File: src/rtl/axi_s_arb.sv
// Packet-granular round-robin arbiter merging NUM_SRC AXI-Stream sources onto one output.
//   state  | meaning
//   S_IDLE | no grant; picks the next requester after last_grant
//   S_BUSY | grant locked to one source until its tlast beat handshakes
module axi_s_arb #(
  parameter int NUM_SRC = 4,
  parameter int DATA_W  = 8
) (
  input  logic                      m_aclk,
  input  logic                      m_resetn,
  input  logic [NUM_SRC*DATA_W-1:0] s_tdata,
  input  logic [NUM_SRC-1:0]        s_tvalid,
  input  logic [NUM_SRC-1:0]        s_tlast,
  output logic [NUM_SRC-1:0]        s_tready,
  output logic [DATA_W-1:0]         m_tdata,
  output logic                      m_tvalid,
  output logic                      m_tlast,
  input  logic                      m_tready,
  output logic [NUM_SRC-1:0]        grant,
  output logic                      busy
);

  localparam int IDX_W = $clog2(NUM_SRC);

  typedef enum logic {S_IDLE, S_BUSY} state_e;

  state_e             state_q, state_d;
  logic [NUM_SRC-1:0] grant_q, grant_d;
  logic [IDX_W-1:0]   last_grant_q, last_grant_d;

  logic               pick_found;
  logic [IDX_W-1:0]   pick_idx;
  logic [IDX_W-1:0]   cand;
  logic [DATA_W-1:0]  sel_data;
  logic               sel_valid;
  logic               sel_last;

  // Scan starts one past last_grant, so the previous winner is checked last.
  always_comb begin
    pick_found = 1'b0;
    pick_idx   = last_grant_q;
    cand       = '0;
    for (int k = 1; k <= NUM_SRC; k++) begin
      cand = IDX_W'((int'(last_grant_q) + k) % NUM_SRC);
      if (!pick_found && s_tvalid[cand]) begin
        pick_found = 1'b1;
        pick_idx   = cand;
      end
    end
  end

  // Grant is one-hot or zero, so an and-or mux forces zeros on the outputs in IDLE.
  always_comb begin
    sel_data  = '0;
    sel_valid = 1'b0;
    sel_last  = 1'b0;
    for (int i = 0; i < NUM_SRC; i++) begin
      if (grant_q[i]) begin
        sel_data  = sel_data | s_tdata[i*DATA_W +: DATA_W];
        sel_valid = sel_valid | s_tvalid[i];
        sel_last  = sel_last | s_tlast[i];
      end
    end
  end

  always_comb begin
    state_d      = state_q;
    grant_d      = grant_q;
    last_grant_d = last_grant_q;
    unique case (state_q)
      S_IDLE: begin
        if (pick_found) begin
          state_d      = S_BUSY;
          grant_d      = {{(NUM_SRC-1){1'b0}}, 1'b1} << pick_idx;
          last_grant_d = pick_idx;
        end
      end
      S_BUSY: begin
        if (sel_valid && m_tready && sel_last) begin
          state_d = S_IDLE;
          grant_d = '0;
        end
      end
      default: begin
        state_d = S_IDLE;
        grant_d = '0;
      end
    endcase
  end

  always_ff @(posedge m_aclk or negedge m_resetn) begin
    if (!m_resetn) begin
      state_q      <= S_IDLE;
      grant_q      <= '0;
      last_grant_q <= IDX_W'(NUM_SRC - 1);
    end else begin
      state_q      <= state_d;
      grant_q      <= grant_d;
      last_grant_q <= last_grant_d;
    end
  end

  assign grant    = grant_q;
  assign busy     = (state_q == S_BUSY);
  assign m_tdata  = sel_data;
  assign m_tvalid = sel_valid;
  assign m_tlast  = sel_last;
  assign s_tready = grant_q & {NUM_SRC{m_tready}};

endmodule

File: config.mk
export PLATFORM = sky130hd
export DESIGN_NAME = axi_s_arb
export DESIGN_NICKNAME = d
export VERILOG_FILES = /design/src/rtl/axi_s_arb.sv
export SDC_FILE = /design/constraint.sdc
export NUM_CORES = 1
export LEC_CHECK = 0
export CAP_MARGIN = 10
export CORE_MARGIN = 2
export CORE_UTILIZATION = 26
export CTS_BUF_LIST = sky130_fd_sc_hd__clkbuf_16
export DETAILED_ROUTE_END_ITERATION = 16
export PLACE_DENSITY = 0.75
export SYNTH_ARGS = -nofsm -noshare
export SYNTH_HDL_FRONTEND = slang
export SYNTH_SLANG_ARGS = --single-unit
File: constraint.sdc
create_clock -name m_aclk -period 1.5 [get_ports m_aclk]
set_clock_uncertainty 0.05 [all_clocks]
set_input_delay 0.3 -clock m_aclk [delete_from_list [all_inputs] [get_ports m_aclk]]
set_output_delay 0.3 -clock m_aclk [all_outputs]
set_load 0.01 [all_outputs]
---- Word level (Yosys, flattened, before mapping) ----
Index checks and enable logic that the tools add are counted.
cells by class
  add/subtract/negate cells ............... 4
  $mul .................................... 0
  divide/modulo/power cells ............... 0
  $lt $le $gt $ge ......................... 4
  equality and inequality tests ........... 2
  shift-type cells ........................ 1
  multiplexer cells ....................... 34
  bitwise operators ....................... 11
  reduce and logical (&&, ||, !) cells .... 10
operators with widths
  kind                                                                           count
  8-bit two-way mux                                                              4
  8-bit bitwise OR                                                               3
  1-bit two-way mux                                                              18
  2-bit by 3-bit less-than comparator with 1-bit output (second input constant)  4
  1-bit binary-select mux with 2-bit select                                      4
  2-bit two-way mux                                                              4
  4-bit two-way mux                                                              2
  4-bit one-hot mux with 2 select lines                                          1
  1-bit bitwise OR                                                               6
  1-bit logical AND                                                              5
  2-bit by 1-bit adder with 2-bit output (second input constant)                 2
  2-bit adder (second input constant)                                            2
  4-bit AND                                                                      1
  2-bit AND reduction                                                            2
  1-bit by 2-bit << shifter with 4-bit output (first input constant)             1
  1-bit zero test                                                                3
  2-bit by 1-bit != test with 1-bit output (second input constant)               1
  2-bit != test (second input constant)                                          1
  1-bit one-hot mux with 2 select lines                                          1
  1-bit inverter                                                                 1
word-level totals
  register bits ........................... 7
  bits in latches ......................... 0
  RAM bits ................................ 0
  ROM bits ................................ 0
  bits of input ports ..................... 43
  logic and storage cells ................. 69
  memories kept ........................... 0

---- Logic depth before layout (Yosys ltp) ----
Gate-level depths: netlist of run 1.
  depth after elaboration ................. 16
  depth in mapped cells ................... 5

---- Least setup slack after synthesis of run 1 ----
OpenSTA, ideal clock, no wires.
  kind .................................... input -> register
  start ................................... input s_tvalid[2]
  end ..................................... register grant_q[0], in the netlist grant[0]
  setup time .............................. 0.122 ns
  arrival ................................. 1.394 ns
  required time ........................... 1.328 ns
  setup slack ............................. -0.066 ns
  stages on the path ...................... 5
  cells stage by stage .................... or4_4 -> nand2b_2 -> buf_6 -> and4b_4 -> a32o_1
on the way
  word-level cells in the longest chain between the ends .. 15
  elaborated cells between the ends (all ways) .. 34
  those cells by class .................... 2 x eq/ne; 1 x shift; 20 x mux; 2 x bitwise; 9 x reduce/logical
RTL lines
  what                                         line  source
  start: declaration                           12    input logic [NUM_SRC-1:0] s_tvalid,
  1-bit binary-select mux with 2-bit select    45    if (!pick_found && s_tvalid[cand]) begin
  1-bit two-way mux (implied by the code)      45
  1-bit two-way mux                            45
  1-bit zero test                              45
  1-bit logical AND                            45
  1-bit two-way mux                            45
  1-bit zero test                              45
  1-bit logical AND                            45
  1-bit two-way mux                            45
  1-bit zero test                              45
  1-bit logical AND                            45
  2-bit two-way mux                            45
  1-bit by 2-bit << shifter with 4-bit output  74    grant_d = {{(NUM_SRC-1){1'b0}}, 1'b1} << pick_idx;
  4-bit two-way mux                            72    if (pick_found) begin
  4-bit one-hot mux with 2 select lines        70    unique case (state_q)
  end signal: assignment                       98    grant_q <= grant_d;
  end: declaration                             28    logic [NUM_SRC-1:0] grant_q, grant_d;
Parallel ways exist; a longest one is shown, timed or not. The select of a mux whose other input is x is not followed.
A chain may end at the register's enable or synchronous reset.

---- Final worst setup path of run 1 ----
  start ................................... register grant_q[0], in the netlist grant[0]
  end ..................................... output m_tdata[1]
on the way
  word-level cells in the longest chain between the ends .. 7
RTL lines
  what                   line  source
  8-bit two-way mux (*)  58    if (grant_q[i]) begin
  8-bit bitwise OR       59    sel_data = sel_data | s_tdata[i*DATA_W +: DATA_W];
  8-bit two-way mux (*)  58
  8-bit bitwise OR       59
  8-bit two-way mux (*)  58
  8-bit bitwise OR       59
  8-bit two-way mux (*)  58
  end: declaration       15    output logic [DATA_W-1:0] m_tdata,
Every way passes the cells marked *; elsewhere a longest branch is shown, timed or not.

==> results.rst, run 1 <==
.. list-table::
   :header-rows: 1

   * - Metric
     - Value
   * - Most utilized layer in the global route result
     - met2
   * - All-layer global routing usage
     - 0.2327
   * - Portion of the post-synthesis area used by sequential elements
     - 0.2812
   * - Hold-fix buffers at CTS
     - 0
   * - Biggest area consumer among synthesized cells
     - sky130_fd_sc_hd__a22oi_1
   * - Endpoint of the lowest-slack register-to-register path
     - grant[1]$_DFFE_PN0P_
   * - Net Sw Frac
     - 0.3757
   * - Initial antenna violation count
     - 0
   * - Top cells by area, synth
     - sky130_fd_sc_hd__a22oi_1, sky130_fd_sc_hd__dfrtp_1, sky130_fd_sc_hd__dfstp_2
   * - DR vias
     - 1,030
   * - Count of input and output buffers
     - 61
   * - Count of warnings emitted by yosys
     - 0
   * - DIE AREA
     - between 0.002 and 0.003 sq mm
   * - RSZ-0062 raised after global routing
     - yes
   * - Critical Path Max Stage Delay
     - ~0.43 ns
   * - Critical path fanouts, max
     - 4
   * - Post-synthesis cell area
     - 631.9 sq um
   * - Mean area per synthesized cell
     - 8.425 sq um
   * - Arrival time at the worst endpoint
     - 1.22 ns
   * - Clock Path Buffers
     - 2
   * - Worst setup EP type
     - primary output
   * - Final non-filler cell total
     - 191
   * - Status
     - finished with violations
   * - Met1 Track Usage GR
     - 0.2389
   * - First-pass GRT wire length
     - 4733 um
   * - Number of enable flip-flop cells after synthesis
     - 0
   * - Met2 track demand over resource
     - 0.4177
   * - Slew headroom
     - 0.7210
   * - Final GP Congestion
     - 0.7475
   * - Logic gate share of total power
     - 0.648
   * - Die X
     - 53.30 um
   * - P_int
     - about 0.0015 W
   * - Worst Hold Class
     - in2async
   * - Maximum number of pins on one net before global-route repair
     - 8
   * - Power share of the clock group
     - 0.189
   * - Startpoint of the most critical register-to-register path
     - last_grant_q[0]$_DFFE_PN1P_
   * - Fin crit period
     - between 1.5 and 2 ns
   * - Worst Max-Slew Pin Slew
     - 0.4153 ns
   * - Maximum ir drop on the vdd rail
     - 0.8980 mV
   * - Number of DRC markers in iteration 0
     - 10
   * - Final Routed Wirelength
     - 3631 um
   * - Antenna Nets Post-Route
     - 0
   * - Prevailing post-synth register cell
     - sky130_fd_sc_hd__dfrtp_1
   * - Post-synth top cells
     - sky130_fd_sc_hd__a22oi_1, sky130_fd_sc_hd__nand2_1, sky130_fd_sc_hd__dfrtp_1, sky130_fd_sc_hd__a32o_1, sky130_fd_sc_hd__and2_1
   * - Post-synthesis net count
     - 118
   * - Initial Utilization
     - 0.2802
   * - Count of standard-cell rows
     - 17
   * - Sinks on Clock Net
     - 7
   * - Final cycle utilization of the critical path
     - 1.046
   * - Maximum operating frequency
     - about 640 MHz
   * - Global-route met3 utilization
     - 0.08475
   * - Via count of the first global-routing pass
     - 989
   * - Slack of the worst reg-to-reg path
     - -0.03 ns
   * - Family with the most delay on the worst path
     - flip-flops
   * - Async set-reset flop share out of synthesis
     - 1.000
   * - Failing checks
     - setup timing
   * - Number of nets in the layout
     - 207
   * - Clock-pin transition on the worst setup and hold timing paths
     - 0.04 ns
   * - DRC violation count after routing
     - 0
   * - Antenna cells
     - 0
   * - Share of the synthesized area in the top cell type
     - 0.2376
   * - Area growth from synthesis to layout
     - 156.6%
   * - Avg Vias per Cell
     - around 5.4
   * - Yosys cell types
     - 26
   * - Maximum level of the CTS H-tree
     - 1
   * - Half-perimeter wire length of the detailed placement result
     - 2129 um
   * - PwrDens
     - 1479 mW/mm^2
   * - Net switching power
     - roughly 0.0009 W
   * - Maxcap violations
     - 0
   * - CTS root buf
     - sky130_fd_sc_hd__clkbuf_16
   * - Most numerous cell in the Yosys netlist
     - sky130_fd_sc_hd__a22oi_1
   * - Crit path kind
     - reg2out
   * - Instance count of the mapped netlist
     - 75
   * - Core area
     - 0.002255 sq mm
   * - Total clock buffers created by CTS
     - 3
   * - 1st-pass router iterations
     - 4
   * - Clock tree from TritonCTS
     - yes
   * - Slowest library cell on the worst path
     - sky130_fd_sc_hd__dfrtp_2
   * - Seq cells post-synth
     - 7
   * - Critical Path RT
     - 1.15 ns
   * - Die Height
     - 53.30 um
   * - Static Leakage
     - 0.7417 nW
   * - Kind of start point of the critical path
     - register
   * - Global-route congestion overflow total
     - 0
   * - Flop pwr share
     - 0.164
   * - Layout cells sized above 1
     - 0.5031
   * - Routed length per instance
     - 19.01 um
   * - Sum Neg Setup Slack
     - -0.5167 ns
   * - Setup violators final
     - 14
   * - Number of cells on the worst reg-to-reg path
     - 4
   * - Cell-by-cell listing of the critical path
     - buf_6 > a22oi_1 > nand2_1 > buf_2
   * - Inst Count DP
     - roughly 170
   * - Number of max-slew violations in the final report
     - 0
   * - Count of buffering cells on the critical path with inverters included
     - 2
   * - Skew-Pair Late Insertion Delay
     - around 0.23 ns
   * - Fin. Hold Viols
     - 0
   * - Top-Level Pins
     - 62
   * - Worst setup slack after layout
     - -0.06854 ns
-- logic make-up after synthesis --
kind of cell / Yosys count / synth area share
simple gates: 29 / 0.2535
buf+inv: 7 / 0.07723
compound gates: 32 / 0.3881
flops: 7 / 0.2812
-- state kept, by name, indices dropped and copies added, names as in the netlist --
name and flops:
busy 1, grant 4, last_grant_q 2
-- how the worst max path moves through the flow --
stage	from	end	slack, ns	cells after the start
final	grant[0]$_DFFE_PN0P_	m_tdata[1]	-0.07	4
after detailed placement	s_tvalid[2]	grant[1]$_DFFE_PN0P_	-0.48	5
after global placement	s_tvalid[2]	grant[1]$_DFFE_PN0P_	-0.46	5
after CTS	grant[2]$_DFFE_PN0P_	m_tdata[5]	-0.12	4
after floorplan	s_tvalid[2]	grant[0]$_DFFE_PN0P_	-0.07	5
after global routing	grant[1]$_DFFE_PN0P_	m_tdata[2]	-0.11	4
-- stage by stage --
stage / hold WS [ns] / instance area (sq um) / setup WS (ns) / power [W] / utilization
after CTS: 0.2857 / 1493 / -0.1239 / 0.002136 / 0.6620
after floorplan: -0.04559 / 631.9 / -0.06599 / 0.0009108 / -
after detailed placement: 0.4572 / 1304 / -0.4764 / 0.001547 / 0.5782
final: 0.2707 / 1622 / -0.06854 / 0.002398 / 0.7192
after global placement: 0.4508 / 1304 / -0.4559 / 0.001531 / 0.5782
after global routing: 0.2999 / 1622 / -0.1056 / 0.002529 / 0.7192
-- routing by layer --
metal  vias up  wire, um
met5         -         0
met4         0       128
met1       494      1310
met3        12       284
met2        51      1907
li1        473         -
-- placed cells by master, fill, tap and decap left out, types with 3 or more instances in the layout --
cell type / instances
sky130_fd_sc_hd__clkbuf_16: 3
sky130_fd_sc_hd__buf_6: 12
sky130_fd_sc_hd__nand2_1: 12
sky130_fd_sc_hd__clkdlybuf4s50_1: 36
sky130_fd_sc_hd__buf_2: 13
sky130_fd_sc_hd__dfrtp_2: 4
sky130_fd_sc_hd__a32o_1: 4
sky130_fd_sc_hd__buf_4: 18
sky130_fd_sc_hd__and2_1: 4
sky130_fd_sc_hd__a22oi_2: 18
sky130_fd_sc_hd__dlygate4sd2_1: 7
-- final cells by class --
cell class,instances,area [sq um]
Clock buffer,3,75.07
Clock inverter,1,3.754
Fill cell,150,633.1
Inverter,2,7.507
Multi-Input combinational cell,61,533.0
Sequential cell,7,182.7
Tap cell,28,35.03
Timing Repair Buffer,89,784.5
-- power by group through the flow --
stage	Sequential [W]	Combinational, W	Clock [W]
detailed placement	0.000442	0.00111	0
global route	0.000406	0.00165	0.000470
floorplan	0.000360	0.000551	0
finish	0.000393	0.00155	0.000452
global placement	0.000439	0.00109	0
CTS	0.000368	0.00132	0.000447
-- worst register-to-register path: stages (launching register included) --
cell	delay (ns)
sky130_fd_sc_hd__dfstp_2	0.58
sky130_fd_sc_hd__inv_2	0.06
sky130_fd_sc_hd__a211o_1	0.29
sky130_fd_sc_hd__and4b_4	0.21
sky130_fd_sc_hd__a32o_1	0.22
-- timing repair --
| item | in CTS | in global routing |
|---|---|---|
| resized for setup | 87 | 30 |
| endpoints found under the setup margin | 26 | 17 |
| cloned | 0 | 0 |
| buffers inserted | 17 | 3 |
| pin swaps | 8 | 16 |
Note: power is estimated with default switching activity, not from simulation.
==> run 2, diff against run 1 <==
--- a/config.mk
+++ b/config.mk
@@ -10,7 +10,9 @@
 export CORE_UTILIZATION = 26
 export CTS_BUF_LIST = sky130_fd_sc_hd__clkbuf_16
 export DETAILED_ROUTE_END_ITERATION = 16
+export GPL_ROUTABILITY_DRIVEN = 0
 export PLACE_DENSITY = 0.75
+export SKIP_CTS_REPAIR_TIMING = 1
 export SYNTH_ARGS = -nofsm -noshare
 export SYNTH_HDL_FRONTEND = slang
 export SYNTH_SLANG_ARGS = --single-unit
==> run 2 against run 1 <==
Compared with the run above:
- the run still ends with setup timing left
- non-clock buffer count shrank 5
- count of clock-buffer cells in the layout is the same
- maximum frequency shrank 4.2%
- wire length shrank 3.9%
- critical path depth grew 1
- hold slack gained 0.0024 ns
- via count shrank 3.4%
- sequential share of layout area grew 0.40 points
- sequential power grew 3%
- sequential cell count is the same
- cell count shrank 2.6%
- critical path type unchanged
==> results.rst, run 2 (synthesized netlist as in run 1, its figures left out) <==
.. list-table::
   :header-rows: 1

   * - Metric
     - Value
   * - Slowest library cell on the worst path
     - sky130_fd_sc_hd__dfrtp_2
   * - Most common cell after layout, fill and taps aside
     - sky130_fd_sc_hd__clkdlybuf4s50_1
   * - Fraction of the core area covered by cells at the end of the flow
     - 0.6948
   * - 1st-pass router iterations
     - 4
   * - Startpoint of the most critical register-to-register path
     - grant[0]$_DFFE_PN0P_
   * - Flop pwr share
     - 0.181
   * - Final cycle utilization of the critical path
     - 1.091
   * - DIE AREA
     - 0.002840 sq mm
   * - Routed length per instance
     - 18.76 um
   * - Worst Max-Slew Pin Slew
     - ~0.3 ns
   * - Most utilized layer in the global route result
     - met2
   * - Static Leakage
     - just under 0.8 nW
   * - Power share of the clock group
     - 0.199
   * - Sinks on Clock Net
     - 7
   * - Net Sw Frac
     - 0.3740
   * - Fin crit period
     - 1.637 ns
   * - PwrDens
     - 1431 mW/mm^2
   * - Skew-Pair Late Insertion Delay
     - 0.23 ns
   * - Slew headroom
     - 0.8013
   * - Critical Path Max Stage Delay
     - 0.46 ns
   * - Sum Neg Setup Slack
     - -0.8225 ns
   * - Number of cells on the worst reg-to-reg path
     - 6
   * - Total clock buffers created by CTS
     - 3
   * - DRC violation count after routing
     - 0
   * - Worst Hold Class
     - in2async
   * - Die X
     - 53.30 um
   * - Half-perimeter wire length of the detailed placement result
     - between 2000 and 2500 um
   * - Initial antenna violation count
     - 0
   * - Clock tree from TritonCTS
     - yes
   * - Cell with the most instances on the worst path
     - sky130_fd_sc_hd__buf_6
   * - Final Routed Wirelength
     - 3490 um
   * - Initial Utilization
     - 0.2802
   * - Endpoint of the lowest-slack register-to-register path
     - grant[3]$_DFFE_PN0P_
   * - Area of all placed cells without fillers
     - 0.001567 sq mm
   * - Avg Vias per Cell
     - 5.349
   * - Number of max-slew violations in the final report
     - 0
   * - CTS root buf
     - sky130_fd_sc_hd__clkbuf_16
   * - First-pass GRT wire length
     - around 3900 um
   * - Cell-by-cell listing of the critical path
     - buf_6 > buf_6 > a22oi_2 > nand2_1 > buf_2
   * - Antenna Nets Post-Route
     - 0
   * - Core area
     - 0.002255 sq mm
   * - Arrival time at the worst endpoint
     - 1.29 ns
   * - Met2 track demand over resource
     - 0.3169
   * - Failing checks
     - setup timing
   * - Critical path origin
     - grant[3]$_DFFE_PN0P_
   * - Top library cells by usage in the layout, fill and taps aside
     - sky130_fd_sc_hd__clkdlybuf4s50_1, sky130_fd_sc_hd__buf_4, sky130_fd_sc_hd__a22oi_2, sky130_fd_sc_hd__nand2_1, sky130_fd_sc_hd__clkbuf_2
   * - Layout cells sized above 1
     - 0.4114
   * - Fin. Hold Viols
     - 0
   * - Maxcap violations
     - 0
   * - Slack of the worst reg-to-reg path
     - -0.07 ns
   * - Crit path kind
     - reg2out
   * - Area growth from synthesis to layout
     - 147.9%
   * - Number of flip-flops in the largest register
     - 4
   * - P_int
     - 0.001404 W
   * - Status
     - finished with violations
   * - Global-route met3 utilization
     - 0.05932
   * - Setup violators final
     - 14
   * - Final non-filler cell total
     - 186
   * - Pre-CTS setup slack
     - -0.4764 ns
   * - Antenna cells
     - 0
   * - RSZ-0062 raised after global routing
     - yes
   * - Number of DRC markers in iteration 0
     - 18
   * - Cell area after placement
     - 0.001304 sq mm
   * - Number of nets in the layout
     - 202
   * - Maximum number of pins on one net before global-route repair
     - 14
   * - Net switching power
     - 0.0008387 W
   * - Inst Count DP
     - about 170
   * - Maximum operating frequency
     - 611.0 MHz
   * - All-layer global routing usage
     - 0.1876
   * - Via count of the first global-routing pass
     - 836
   * - Critical path fanouts, max
     - 7
   * - Kind of start point of the critical path
     - register
   * - Top-Level Pins
     - 62
   * - Logic gate share of total power
     - 0.620
   * - Count of buffering cells on the critical path with inverters included
     - 3
   * - Critical Path RT
     - 1.15 ns
   * - Count of standard-cell rows
     - 17
   * - Maximum level of the CTS H-tree
     - 1
   * - Global-route congestion overflow total
     - 0
   * - Worst setup slack after layout
     - -0.1367 ns
   * - Met1 Track Usage GR
     - 0.2243
   * - DR vias
     - 995
   * - Clock Path Buffers
     - 2
   * - Family with the most delay on the worst path
     - flip-flops
   * - Worst setup EP type
     - primary output
   * - Maximum ir drop on the vdd rail
     - 1.036 mV
   * - Clock-pin transition on the worst setup and hold timing paths
     - 0.04 ns
   * - Count of input and output buffers
     - 61
   * - Die Height
     - 53.30 um
-- run 2: worst max-delay path by stage --
| stage | cells past startpoint | to | slack (ns) |
|---|---|---|---|
| 2_1_floorplan | 5 | grant[0]$_DFFE_PN0P_ | -0.07 |
| 3_3_place_gp | 5 | grant[1]$_DFFE_PN0P_ | -0.46 |
| 3_5_place_dp | 5 | grant[1]$_DFFE_PN0P_ | -0.48 |
| 4_1_cts | 3 | m_tvalid | -0.52 |
| 5_1_grt | 5 | m_tdata[6] | -0.16 |
| 6_report | 5 | m_tdata[6] | -0.14 |
-- run 2: power groups by stage --
stage | clock network [W] | logic, W | registers [W]
6_report | 0.000446 | 0.00139 | 0.000406
5_1_grt | 0.000457 | 0.00149 | 0.000414
4_1_cts | 0.000447 | 0.00111 | 0.000442
3_5_place_dp | 0 | 0.00111 | 0.000442
3_3_place_gp | 0 | 0.00109 | 0.000439
2_1_floorplan | 0 | 0.000551 | 0.000360
-- run 2: per-stage QoR --
stage | hold slack [ns] | total power (W)
4_1_cts | 0.2861 | 0.002002
3_3_place_gp | 0.4508 | 0.001531
3_5_place_dp | 0.4572 | 0.001547
2_1_floorplan | -0.04559 | 0.0009108
6_report | 0.2731 | 0.002242
5_1_grt | 0.3046 | 0.002364
-- run 2: area by class of cell --
type / count / area (sq um)
Timing Repair Buffer: 84 / 780.7
Fill cell: 165 / 688.2
Multi-Input combinational cell: 61 / 481.7
Sequential cell: 7 / 182.7
Clock buffer: 3 / 75.07
Tap cell: 28 / 35.03
Inverter: 2 / 7.507
Clock inverter: 1 / 3.754
-- run 2: worst reg2reg max path, cell delays in order (launching register included) --
cell,delay (ns)
sky130_fd_sc_hd__dfrtp_2,0.47
sky130_fd_sc_hd__buf_6,0.16
sky130_fd_sc_hd__a22oi_2,0.05
sky130_fd_sc_hd__nand2_1,0.09
sky130_fd_sc_hd__buf_4,0.11
sky130_fd_sc_hd__nand4_1,0.21
sky130_fd_sc_hd__a32o_1,0.33
-- run 2: metal layers --
metal | wire length [um] | vias up
li1 | - | 459
met1 | 1334 | 480
met2 | 1766 | 48
met3 | 286 | 8
met4 | 102 | 0
met5 | 0 | -
